--- src/rtl/muldiv_sched.sv ---
// -----------------------------------------------------------------------------
// muldiv_sched
//   Sequencer for a 32-iteration radix-2 divider sitting in the EX stage.
//   Accepts a divide from EX, drives the divider through 32 quotient-bit
//   iterations, writes HI/LO in a final write-back cycle and stalls the
//   front of the pipeline while the result is outstanding.
//
// Ports
//   cpu_clk     in   sole clock, rising edge
//   reset       in   synchronous, active-high reset
//   ex_div      in   EX-stage instruction is a valid divide
//   id_hilo_use in   ID-stage instruction is Mfhi/Mflo/Mthi/Mtlo
//   flush       in   pipeline flush, cancels a divide in flight
//   div_start   out  one-cycle pulse: divider latches operands and sign mode
//   div_step    out  divider iterates one quotient bit this cycle
//   div_last    out  final iteration this cycle
//   hilo_we     out  one-cycle pulse: HI <- remainder, LO <- quotient
//   stall       out  holds PC, IF/ID and ID/EX
//   busy        out  sequencer is not idle
//   step_cnt    out  current iteration index, 0..31
//
// Configuration
//   DIV_EARLY_RELEASE_EN  when defined, the divide leaves EX as soon as it is
//                         started; only HI/LO consumers and a following
//                         divide are stalled, and a flush no longer aborts
//                         the divide because it has already retired past EX.
// -----------------------------------------------------------------------------
module muldiv_sched (
    input  logic       cpu_clk,
    input  logic       reset,
    input  logic       ex_div,
    input  logic       id_hilo_use,
    input  logic       flush,
    output logic       div_start,
    output logic       div_step,
    output logic       div_last,
    output logic       hilo_we,
    output logic       stall,
    output logic       busy,
    output logic [4:0] step_cnt
);

    typedef enum logic [1:0] {
        S_IDLE = 2'd0,
        S_RUN  = 2'd1,
        S_WB   = 2'd2
    } state_t;

    state_t     r_state;
    logic [4:0] r_step_cnt;

    logic w_start;
    logic w_last;
    logic w_abort;
    logic w_run_req;

    assign w_start = (r_state == S_IDLE) && ex_div && !flush;
    assign w_last  = (r_step_cnt == 5'd31);

`ifdef DIV_EARLY_RELEASE_EN
    // The divide has left EX; flush belongs to younger instructions.
    assign w_abort   = 1'b0;
    // Only HI/LO consumers and a following divide must wait for the result.
    assign w_run_req = id_hilo_use | ex_div;
`else
    assign w_abort   = flush;
    // The divide itself sits in EX for the whole run, so RUN always holds.
    assign w_run_req = 1'b1 | id_hilo_use;
`endif

    always_ff @(posedge cpu_clk) begin
        if (reset) begin
            r_state    <= S_IDLE;
            r_step_cnt <= '0;
        end else begin
            case (r_state)
                S_IDLE: begin
                    r_step_cnt <= '0;
                    if (w_start) begin
                        r_state <= S_RUN;
                    end
                end
                S_RUN: begin
                    if (w_abort) begin
                        r_state    <= S_IDLE;
                        r_step_cnt <= '0;
                    end else if (w_last) begin
                        r_state    <= S_WB;
                        r_step_cnt <= '0;
                    end else begin
                        r_step_cnt <= r_step_cnt + 5'd1;
                    end
                end
                S_WB: begin
                    r_state    <= S_IDLE;
                    r_step_cnt <= '0;
                end
                default: begin
                    r_state    <= S_IDLE;
                    r_step_cnt <= '0;
                end
            endcase
        end
    end

    always_comb begin
        div_start = 1'b0;
        div_step  = 1'b0;
        div_last  = 1'b0;
        hilo_we   = 1'b0;
        stall     = 1'b0;
        case (r_state)
            S_IDLE: begin
                div_start = w_start;
`ifdef DIV_EARLY_RELEASE_EN
                stall     = 1'b0;
`else
                stall     = w_start;
`endif
            end
            S_RUN: begin
                div_step = 1'b1;
                div_last = w_last;
                stall    = w_run_req && !flush;
            end
            S_WB: begin
                hilo_we = 1'b1;
`ifdef DIV_EARLY_RELEASE_EN
                // Hold a trailing divide in EX until IDLE can start it.
                stall   = ex_div && !flush;
`else
                stall   = 1'b0;
`endif
            end
            default: begin
                stall = 1'b0;
            end
        endcase
    end

    assign busy     = (r_state != S_IDLE);
    assign step_cnt = r_step_cnt;

endmodule

--- config.mk ---
export PLATFORM = sky130hd
export DESIGN_NAME = muldiv_sched
export DESIGN_NICKNAME = d
export VERILOG_FILES = /design/src/rtl/muldiv_sched.sv
export SDC_FILE = /design/constraint.sdc
export NUM_CORES = 1
export LEC_CHECK = 0
export BUFFER_PORTS_ARGS = -buffer_cell sky130_fd_sc_hd__buf_2
export CAP_MARGIN = 20
export CORE_AREA = 2 2 39 41
export DETAILED_ROUTE_END_ITERATION = 16
export DIE_AREA = 0 0 41 43
export REMOVE_ABC_BUFFERS = 1
export SETUP_SLACK_MARGIN = 0.02
export SLEW_MARGIN = 20
export SYNTH_ARGS = -nofsm -noshare
export SYNTH_HDL_FRONTEND = slang
export SYNTH_SLANG_ARGS = --single-unit
--- constraint.sdc ---
create_clock -name cpu_clk -period 2.2 [get_ports cpu_clk]
set_input_delay 0.11 -clock cpu_clk [delete_from_list [all_inputs] [get_ports cpu_clk]]
set_output_delay 0.11 -clock cpu_clk [all_outputs]
set_load 0.01 [all_outputs]
==> out/results.txt <==
Run status: finished clean
Dominant cell by count in the synthesized netlist: dfxtp_1
Worst-path clk slew: 0.05 ns
Clock tree from TritonCTS: yes
Clock sink count: 7
Layout cells sized above 1: 0.4000
Count of pins on the block boundary: 16
Hold-critical path depth: 2
Critical-path cell list: ha_1 > and3_1 > ha_1 > or4_4 > nor2_1
Worst-Skew Late Latency: 0.25 ns
Die span in x: 41 um
Vias in the first global route: 264
Flip-flop cell with the highest count after synthesis: dfxtp_1
Worst-case hold path end point: r_state[1]$_SDFFE_PP0P_
Netlist cell types: 18
Data arrival, critical path: 1.85 ns
Share of the cycle needed by the critical path after routing: 0.7556
CTS H-tree depth: 1
Cell types with the highest counts after synthesis: 7 x dfxtp_1, 4 x nor2_1, 3 x and2_1
Launch instance of the worst min-delay path: reset
Global-route wire length before repair: 1.021 mm
Sum of routed wire length over all layers: 612 um
Worst-margin pin slew: 0.3054 ns
Crit path kind: flop to flop
Post-CTS setup buffer count: 0
Count of buffer and inverter cells on the critical path: 0
Number of vias per cell after detailed routing: 4.121
Synth area leader: dfxtp_1
Number of placed cells counting well taps: 62
Average wire per cell in the routed design: 9.273 um
Library cell used as clock root buffer: clkbuf_4
Cell count along the critical path: 5
Top cells by area in the synthesized netlist: dfxtp_1 45%, ha_1 8.0%, and2_1 6.0%, nor2_1 4.8%, nand2b_4 4.4%
Worst voltage drop across the vdd grid: 0.2256 mV
Most frequent cell on the critical path: ha_1
Final HPWL DP: 490.5 um
Post-cts resize count: 0
Number of standard cells after synthesis: 32
Aggregate global routing overflow: 0
Worst path max stage delay: 0.54 ns
Global-route usage over all layers: 0.08577
Cts bufs inserted: 3
Power per unit of standard cell area: 616.4 mW/mm2
Initial core utilization: 0.2269
Non-filler instance count after layout: 66
Number of buffers on the longest clock path: 2
Number of DRC violations after detailed-routing iteration 0: 0
Ys Warns: 0
Tightest Hold Check Type: primary input to flop
Fraction of the yosys area taken by sequential cells: 0.4462
Launch point of the worst reg-to-reg path: step_cnt[0]$_SDFF_PP0_
Layout Skew: 0.001571 ns
Count of final max-slew check failures: 0
Async set-reset flop share out of synthesis: 0
Maximum number of pins on one net before global-route repair: 7
Leakage dissipation: 0.2206 nW
Layout net count: 58
Setup repair after global routing missed its margin: no
Floorplan Core Area: 0.001384 mm2
Num rows: 14
CP top delay family: simple AND/OR/NAND/NOR gates
Initial antenna violation count: 0
First drt pass iteration count: 1
Number of synthesized flops with an enable pin: 0
Terminus of the critical flop-to-flop path: step_cnt[2]$_SDFF_PP0_
Worst-path maximum fanout: 4
Setup TNS: 0 ns
Endpoint type of the worst setup path: flop
Cell type of the slowest stage on the worst timing path: or4_4
Time the final worst path needs with I/O delays and setup: 1.662 ns
Remaining DRCs: 0
ANT cells: 0
Register bit total from synthesis: 7
Post-synth design cell area: 314.1 um2
Worst Reg-to-Reg Cells: 5
Worst slew margin: 0.7912
Avg Cell Area, Syn: 9.814 um2
Final Hold Violating Endpoints: 0
Weighted congestion at the end of routability-driven global placement: 0.5974
Port bufs: 14
Post-CTS Hold Buffers: 0
Max Cap Violations: 0
Minimum setup slack among reg-to-reg paths: 0.54 ns
Startpoint kind of the worst setup timing path: flop
Die span in y: 43 um
Highest achievable clock rate: 0.6015 GHz
Routed vias: 272
Total Die Area: 0.001763 mm2
Remaining number of nets flagged by the antenna check after routing: 0
Worst Path Required: 2.38 ns
Area share of the largest cell type after synthesis: 0.4462
Setup violators final: 0
Area growth from synthesis to final layout: 37.05%
[routing by layer]
metal / part of all wire / track usage
met5: 0 / 0
met3: 0.10 / 0.03141
met2: 0.40 / 0.1063
met1: 0.48 / 0.1176
met4: 0.0098 / 0.06000
[through the flow]
step	hold WS [ns]	setup slack (ns)	utilization	total power [mW]	instance area, um2
after floorplan	0.1851	0.5870	-	0.1419	314.1
after global placement	0.3318	0.5525	0.2920	0.1515	404.1
after detailed placement	0.3300	0.5359	0.2920	0.1518	404.1
after CTS	0.06488	0.5239	0.3110	0.2710	430.4
after global routing	0.07707	0.4344	0.3110	0.2812	430.4
final	0.06955	0.5376	0.3110	0.2653	430.4
[registers in the layout (all words and copies together) (netlist names)]
name,count
step_cnt,5
r_state,2
[report_power, final]
part,switching [mW],total [mW],internal [mW]
clock,0.0473,0.117,0.0692
sequential,0.00195,0.130,0.128
combinational,0.0100,0.0187,0.00866
[cell usage in the layout (no fill, tap or decap), drive strengths merged]
cell type  synthesis  final
nor2               4      4
nor2b              1      1
buf                0     14
or2                1      1
inv                1      1
nor4               1      1
dfxtp              7      7
nand2b             3      3
or4                1      1
clkbuf             0      4
nand3              1      1
a2111oi            1      1
and2               3      3
xor2               1      1
xnor2              1      1
ha                 2      2
nor3b              1      1
nor3               2      2
and3               1      1
[cell type report]
type                       instances  area [um2]
fill                             149       953.4
multi-input combinational         24       170.2
sequential                         7       140.1
timing repair buffer              14       70.07
clock buffer                       4       26.28
tap                               16       20.02
inverter                           1       3.754
[kinds of logic (layout without fill, tap and decap cells)]
| logic type | after synthesis | in the layout | synth area share |
|---|---|---|---|
| compound gates | 1 | 1 | 0.02789 |
| flops | 7 | 7 | 0.4462 |
| buf+inv | 1 | 19 | 0.01194 |
| simple gates | 19 | 19 | 0.3785 |
| xor+xnor | 2 | 2 | 0.05579 |
| fa+ha+maj | 2 | 2 | 0.07967 |
[worst register-to-register path: stages, from the launching register on]
cell and delay (ns):
dfxtp_1 0.33, ha_1 0.22, and3_1 0.19, ha_1 0.21, or4_4 0.54, nor2_1 0.12
[worst max path at each step]
stage                     slack [ns]                   start                endpoint
after floorplan                 0.59  step_cnt[0]$_SDFF_PP0_  step_cnt[2]$_SDFF_PP0_
after global placement          0.55  step_cnt[0]$_SDFF_PP0_  step_cnt[2]$_SDFF_PP0_
after detailed placement        0.54  step_cnt[0]$_SDFF_PP0_  step_cnt[2]$_SDFF_PP0_
after CTS                       0.52  step_cnt[0]$_SDFF_PP0_  step_cnt[2]$_SDFF_PP0_
after global routing            0.43  step_cnt[0]$_SDFF_PP0_  step_cnt[2]$_SDFF_PP0_
final                           0.54  step_cnt[0]$_SDFF_PP0_  step_cnt[2]$_SDFF_PP0_
(Power assumes the default switching activity.)
